**config.mk**
```make
export PLATFORM = sky130hd
export DESIGN_NAME = ca4l_reg_arbiter
export DESIGN_NICKNAME = d
export VERILOG_FILES = /design/src/rtl/ca4l_pkg.sv /design/src/rtl/ca4l_hold_reg.sv /design/src/rtl/ca4l_reg_arbiter.sv
export SDC_FILE = /design/constraint.sdc
export NUM_CORES = 1
export LEC_CHECK = 0
export CORE_MARGIN = 2
export CORE_UTILIZATION = 55
export DETAILED_ROUTE_END_ITERATION = 12
export DONT_BUFFER_PORTS = 1
export HOLD_SLACK_MARGIN = 0.06
export PLACE_DENSITY = 0.7
export SYNTH_ARGS = -nofsm -noshare
export SYNTH_HDL_FRONTEND = slang
export SYNTH_SLANG_ARGS = --single-unit
```
**constraint.sdc**
```tcl
create_clock -name fclk -period 3 [get_ports fclk]
set_input_delay 0.75 -clock fclk [delete_from_list [all_inputs] [get_ports fclk]]
set_output_delay 0.75 -clock fclk [all_outputs]
set_load 0.02 [all_outputs]
```
**src/rtl/ca4l_pkg.sv**
```systemverilog
// Shared types and response codes for the ca4l register arbiter.
// Imported by the arbiter top and its holding registers.
package ca4l_pkg;

    localparam logic [1:0] OKAY   = 2'b00;
    localparam logic [1:0] SLVERR = 2'b10;
    localparam logic [1:0] DECERR = 2'b11;

    localparam int CA4L_ADDR_W = 32;

    typedef enum logic [1:0] {
        IDLE,
        ACCESS,
        RESP
    } state_t;

    // Address-channel hold entry (AW and AR share this shape).
    typedef logic [CA4L_ADDR_W-1:0] addr_entry_t;

endpackage

```
**src/rtl/ca4l_hold_reg.sv**
```systemverilog
// One-entry valid/ready holding register.
// Ready while empty; loads on handshake, empties when taken.
module ca4l_hold_reg
    import ca4l_pkg::*;
#(
    parameter int W = CA4L_ADDR_W
) (
    input  logic         clk,
    input  logic         rst_n,
    input  logic         i_valid,
    input  logic [W-1:0] i_data,
    input  logic         i_take,
    output logic         o_ready,
    output logic         o_held,
    output logic [W-1:0] o_data
);

    logic         r_held;
    logic [W-1:0] r_data;

    always_ff @(posedge clk or negedge rst_n) begin
        if (!rst_n) begin
            r_held <= 1'b0;
            r_data <= '0;
        end else if (i_valid && !r_held) begin
            r_held <= 1'b1;
            r_data <= i_data;
        end else if (i_take) begin
            r_held <= 1'b0;
        end
    end

    assign o_ready = !r_held;
    assign o_held  = r_held;
    assign o_data  = r_data;

endmodule

```
**src/rtl/ca4l_reg_arbiter.sv**
```systemverilog
// AXI4-Lite slave fronting a single-ported PL register bank.
// Round-robin read/write arbitration, decode, one access at a time.
module ca4l_reg_arbiter
    import ca4l_pkg::*;
#(
    parameter int                ADDR_W    = CA4L_ADDR_W,
    parameter int                DATA_W    = 32,
    parameter logic [ADDR_W-1:0] BASE_ADDR = 32'h43C0_0000,
    parameter int                NUM_REGS  = 16,
    parameter int                TIMEOUT   = 255
) (
    input  logic                       fclk,
    input  logic                       rst_n,
    input  logic [ADDR_W-1:0]          ca4l_awaddr,
    input  logic [2:0]                 ca4l_awprot,
    input  logic                       ca4l_awvalid,
    output logic                       ca4l_awready,
    input  logic [DATA_W-1:0]          ca4l_wdata,
    input  logic [DATA_W/8-1:0]        ca4l_wstrb,
    input  logic                       ca4l_wvalid,
    output logic                       ca4l_wready,
    output logic [1:0]                 ca4l_bresp,
    output logic                       ca4l_bvalid,
    input  logic                       ca4l_bready,
    input  logic [ADDR_W-1:0]          ca4l_araddr,
    input  logic [2:0]                 ca4l_arprot,
    input  logic                       ca4l_arvalid,
    output logic                       ca4l_arready,
    output logic [DATA_W-1:0]          ca4l_rdata,
    output logic [1:0]                 ca4l_rresp,
    output logic                       ca4l_rvalid,
    input  logic                       ca4l_rready,
    output logic                       reg_req,
    output logic                       reg_we,
    output logic [$clog2(NUM_REGS)-1:0] reg_idx,
    output logic [DATA_W-1:0]          reg_wdata,
    output logic [DATA_W/8-1:0]        reg_wstrb,
    input  logic                       reg_ack,
    input  logic [DATA_W-1:0]          reg_rdata,
    input  logic                       reg_err
);

    localparam int IDX_W  = $clog2(NUM_REGS);
    localparam int STRB_W = DATA_W / 8;
    localparam logic [15:0] TO_LAST = 16'(TIMEOUT - 1);

    state_t                r_state;
    state_t                w_state_nxt;
    logic                  r_last_wr;
    logic                  r_we;
    logic [IDX_W-1:0]      r_idx;
    logic [DATA_W-1:0]     r_wdata;
    logic [STRB_W-1:0]     r_wstrb;
    logic                  r_req;
    logic [1:0]            r_resp;
    logic [DATA_W-1:0]     r_rdata;
    logic [15:0]           r_cnt;
    logic                  r_bvalid;
    logic                  r_rvalid;

    logic                  w_aw_held;
    logic                  w_w_held;
    logic                  w_ar_held;
    logic [ADDR_W-1:0]     w_aw_addr;
    logic [ADDR_W-1:0]     w_ar_addr;
    logic [DATA_W+STRB_W-1:0] w_w_data;
    logic                  w_grant_wr;
    logic                  w_grant_rd;
    logic                  w_grant;
    logic                  w_ack;
    logic                  w_tout;
    logic                  w_resp_done;
    logic [ADDR_W-1:0]     w_addr;
    logic                  w_hit;
    logic                  w_unused;

    ca4l_hold_reg #(.W(ADDR_W)) u_aw (
        .clk     (fclk),
        .rst_n   (rst_n),
        .i_valid (ca4l_awvalid),
        .i_data  (ca4l_awaddr),
        .i_take  (w_grant_wr),
        .o_ready (ca4l_awready),
        .o_held  (w_aw_held),
        .o_data  (w_aw_addr)
    );

    ca4l_hold_reg #(.W(DATA_W + STRB_W)) u_w (
        .clk     (fclk),
        .rst_n   (rst_n),
        .i_valid (ca4l_wvalid),
        .i_data  ({ca4l_wstrb, ca4l_wdata}),
        .i_take  (w_grant_wr),
        .o_ready (ca4l_wready),
        .o_held  (w_w_held),
        .o_data  (w_w_data)
    );

    ca4l_hold_reg #(.W(ADDR_W)) u_ar (
        .clk     (fclk),
        .rst_n   (rst_n),
        .i_valid (ca4l_arvalid),
        .i_data  (ca4l_araddr),
        .i_take  (w_grant_rd),
        .o_ready (ca4l_arready),
        .o_held  (w_ar_held),
        .o_data  (w_ar_addr)
    );

    assign w_grant = w_grant_wr | w_grant_rd;
    assign w_addr  = w_grant_wr ? w_aw_addr : w_ar_addr;
    assign w_hit   = w_addr[ADDR_W-1:IDX_W+2] == BASE_ADDR[ADDR_W-1:IDX_W+2];
    assign w_unused = ^{ca4l_awprot, ca4l_arprot, w_addr[1:0]};

    always_comb begin
        w_state_nxt = r_state;
        w_grant_wr  = 1'b0;
        w_grant_rd  = 1'b0;
        w_ack       = 1'b0;
        w_tout      = 1'b0;
        w_resp_done = 1'b0;
        unique case (r_state)
            IDLE: begin
                // On a tie, serve the direction not taken last time.
                if (w_aw_held && w_w_held && (!w_ar_held || !r_last_wr))
                    w_grant_wr = 1'b1;
                else if (w_ar_held)
                    w_grant_rd = 1'b1;
                if (w_grant_wr || w_grant_rd)
                    w_state_nxt = w_hit ? ACCESS : RESP;
            end
            ACCESS: begin
                if (reg_ack) begin
                    w_ack       = 1'b1;
                    w_state_nxt = RESP;
                end else if (r_cnt == TO_LAST) begin
                    w_tout      = 1'b1;
                    w_state_nxt = RESP;
                end
            end
            RESP: begin
                if (r_we ? ca4l_bready : ca4l_rready) begin
                    w_resp_done = 1'b1;
                    w_state_nxt = IDLE;
                end
            end
            default: w_state_nxt = IDLE;
        endcase
    end

    always_ff @(posedge fclk or negedge rst_n) begin
        if (!rst_n) r_state <= IDLE;
        else        r_state <= w_state_nxt;
    end

    always_ff @(posedge fclk or negedge rst_n) begin
        if (!rst_n) begin
            r_last_wr <= 1'b0;
            r_we      <= 1'b0;
            r_idx     <= '0;
            r_wdata   <= '0;
            r_wstrb   <= '0;
            r_req     <= 1'b0;
            r_resp    <= OKAY;
            r_rdata   <= '0;
            r_cnt     <= '0;
            r_bvalid  <= 1'b0;
            r_rvalid  <= 1'b0;
        end else begin
            if (w_grant) begin
                r_last_wr <= w_grant_wr;
                r_we      <= w_grant_wr;
                r_idx     <= w_addr[IDX_W+1:2];
                r_cnt     <= '0;
                if (w_grant_wr) begin
                    r_wdata <= w_w_data[DATA_W-1:0];
                    r_wstrb <= w_w_data[DATA_W+:STRB_W];
                end
                if (w_hit) begin
                    r_req <= 1'b1;
                end else begin
                    r_resp   <= DECERR;
                    r_bvalid <= w_grant_wr;
                    r_rvalid <= w_grant_rd;
                    if (w_grant_rd) r_rdata <= '0;
                end
            end
            if (w_ack || w_tout) begin
                r_req    <= 1'b0;
                r_resp   <= (w_tout || reg_err) ? SLVERR : OKAY;
                r_bvalid <= r_we;
                r_rvalid <= !r_we;
                if (!r_we)
                    r_rdata <= (w_ack && !reg_err) ? reg_rdata : '0;
            end else if (r_state == ACCESS) begin
                r_cnt <= r_cnt + 16'd1;
            end
            if (w_resp_done) begin
                r_bvalid <= 1'b0;
                r_rvalid <= 1'b0;
            end
        end
    end

    assign ca4l_bresp  = r_resp;
    assign ca4l_bvalid = r_bvalid;
    assign ca4l_rresp  = r_resp;
    assign ca4l_rvalid = r_rvalid;
    assign ca4l_rdata  = r_rdata;
    assign reg_req     = r_req;
    assign reg_we      = r_we;
    assign reg_idx     = r_idx;
    assign reg_wdata   = r_wdata;
    assign reg_wstrb   = r_wstrb;

endmodule

```
==> impl_results.md <==
* Outcome: finished, final reports clean
* Hpwl dp at about 10,000 microns
* Cts repair resizes at 0
* # DRC at 0
* Largest net degree at the start of global routing at 196
* Antenna violations before repair at 2
* Number of synthesized flops with an enable pin at 0
* Max Cap Viol at 0
* IO Port Bufs at 0
* WP data arrival at 3.08 ns
* Share of the yosys chip area belonging to registers at a little under two thirds
* Final Wtd Congestion at between 0.8 and 0.9
* Filler cells at roughly 1,100
* Skew-Pair Late Insertion Delay at between 0.4 and 0.5 ns
* CTS Root Cell: clkbuf_16
* Post-CTS Setup Bufs at 0
* Slew Viols, Final at 0
* Initial Util at 55.7%
* ANT nets after route at 0
* First-pass DRT Iterations at 4
* NumNets Final at about 670
* CP Capture Type: flop
* Tmin final at about 2.8 ns
* Vias/cell at approximately 5.8
* Synth Flop Type: dfrtp_1
* Most frequent cells in the layout: dfrtp_1 (195), mux2_2 (133), a22o_1 (32)
* Final setup viols at 0
* Gr ovfl total at 0
* Die Area at 0.0149 sq mm
* Hold Fails Final Rpt at 0
* Worst slew pin tran at between 1 and 1.5 ns
* Pwr Density at approximately 1000 mW/mm^2
* CTS tree: built
* FF+latch count, synth at roughly 200
* Clk slew on worst S/H paths at 0.07 ns
* Final Skew at 0.00609 ns
* Power, Total at slightly below 9 mW
* Cell variety after synth at 43
* # clock sinks at 195
* CP Data Required Time at ~3.3 ns
* Crit Path Class: reg -> reg
* Fin Hold WS at between 0.015 and 0.02 ns
* Slew Limit Headroom at 21.8%
* Iteration-0 DRC Markers at roughly 200
* Share of the synthesized area in the top cell type at a little under two thirds
* Syn nets at 674
* Top sig layer: met5
* Ys async rst share at 100%
* WL per Instance at ~21 microns
* H-tree depth at 4
* Gate count of the mapped netlist at 525
* Footprint of the multi-input gates at 0.00264 sq mm
* Met2 Wirelength at approximately 7200 microns
* Leading area contributor after synthesis: dfrtp_1
* Peak supply drop at 0.000714 V
* N_diodes at 0
* Core area at 0.0138 sq mm
* RSZ-0062 raised after global routing: false
* GRT Util Overall at 20.3%
* CTS Buf Count at 17
* Rows at between 40 and 50
* Worst hold-check path type: in -> async
* Cell Area, Synth at 0.00767 sq mm
* Avg Synthesized Cell Area at approximately 15 sq um
* Fin crit share at between 90% and 100%
* Vias in the first global route at roughly 4,400
* Die Y-Extent at 122 microns
* Synth top area cells: dfrtp_1 (64%), mux2_2 (20%), a22o_1 (3.7%), nor2_1 (1.1%), mux2i_1 (1.0%)
* First-pass GRT wire length at 23,000 microns
* Kind of start point of the critical path: flop
* DR WL met3 at around 1300 microns
* Vias post-DR at between 4,000 and 5,000
* Most common cell after layout, fill and taps aside: dfrtp_1
* Met1 wire length at 6160 microns
* Crit Path Max Fanout at 34
* Synth-to-layout area growth at 9.23%
* Peak Freq at between 0.3 and 0.4 GHz
* Leakage power at between 3 and 4 nW
* Fraction of layout cells with a size suffix above 1 at approximately 34%
* Sequential Area at 0.00488 sq mm
* WL final at about 15,000 microns
* IO Pins at 230
* Synth warn at 0
* Die Wd at roughly 120 microns
* Setup TNS at 0 ns
* Max clock buf depth at 2
sequential cells by signal, summed over array words and instances, names as in the netlist, 4 cells and up:
register	cells
u_ar.o_data	30
r_cnt	16
reg_wstrb	4
reg_wdata	32
u_w.o_data	36
u_aw.o_data	30
ca4l_rdata	32
reg_idx	4
cells by family after synthesis:
| logic type | Yosys count | share of synthesized area [%] |
|---|---|---|
| flops | 195 | 63.6 |
| mux | 141 | 20.6 |
| simple gates | 92 | 6.79 |
| compound gates | 53 | 5.61 |
| buf+inv | 34 | 2.15 |
| xor+xnor | 8 | 0.914 |
| fa+ha+maj | 2 | 0.326 |
synth_stat cells (all sizes together), types with 2 or more instances:
cell,instances
xor2,2
a22o,32
o21a,6
nand4b,2
o21ai,4
ha,2
nor4bb,2
clkbuf,12
nor3,2
o22ai,4
nor2,22
buf,15
mux2,133
o21bai,2
nand2b,3
xnor2,6
nor4,10
dfrtp,195
nand4,6
or4,2
inv,7
nand3,7
mux2i,8
nor2b,4
and3,3
nand2,17
or3,2
nor4b,6
power by group:
part / total (mW) / internal, mW / switching, mW
Clock: 2.13 / 1.11 / 1.02
Sequential: 4.61 / 3.63 / 0.980
Combinational: 1.97 / 1.14 / 0.828
Total: 8.72 / 5.88 / 2.83
worst paths after layout:
kind	start	end	slack [ns]	depth (start not counted)
min in group fclk	ca4l_arvalid	u_ar.o_held	0.44	1
setup reg to reg	r_cnt[12]	ca4l_rdata[20]	0.23	5
hold reg to reg	r_cnt[15]	r_cnt[15]	0.49	1
max in group asynchronous	rst_n	u_aw.o_data[23]	2.67	0
setup / recovery	r_cnt[12]	ca4l_rdata[20]	0.23	5
hold / removal	rst_n	r_cnt[7]	0.02	0
per-stage QoR:
step,setup slack [ns],instance area (sq um),utilization [%],std cells
2_1_floorplan,0.755,7670,-,525
3_3_place_gp,0.364,7820,56.7,684
3_5_place_dp,0.241,7820,56.7,684
4_1_cts,0.230,8380,60.8,716
5_1_grt,0.0299,8380,60.8,716
6_report,0.228,8380,60.8,716
metal layers:
layer  vias up  GRT usage [%]
li1       1897              -
met1      2128           24.5
met2       134           32.8
met3        18           9.13
met4         4           6.18
met5         -              0
final cells by class:
| type | instances | area share, % |
|---|---|---|
| Sequential cell | 195 | 58.3 |
| Multi-Input combinational cell | 296 | 31.5 |
| Clock buffer | 18 | 5.24 |
| Tap cell | 180 | 2.69 |
| Clock inverter | 14 | 1.45 |
| Timing Repair Buffer | 6 | 0.538 |
| Inverter | 7 | 0.314 |
worst max-delay path, stage by stage (launching register included):
cell and delay [ns]:
dfrtp_1 0.42, or4_4 0.55, nor4_4 0.52, o21ai_2 0.17, o21a_1 0.61, a22o_1 0.38
Note: power is estimated with default switching activity, not from simulation.
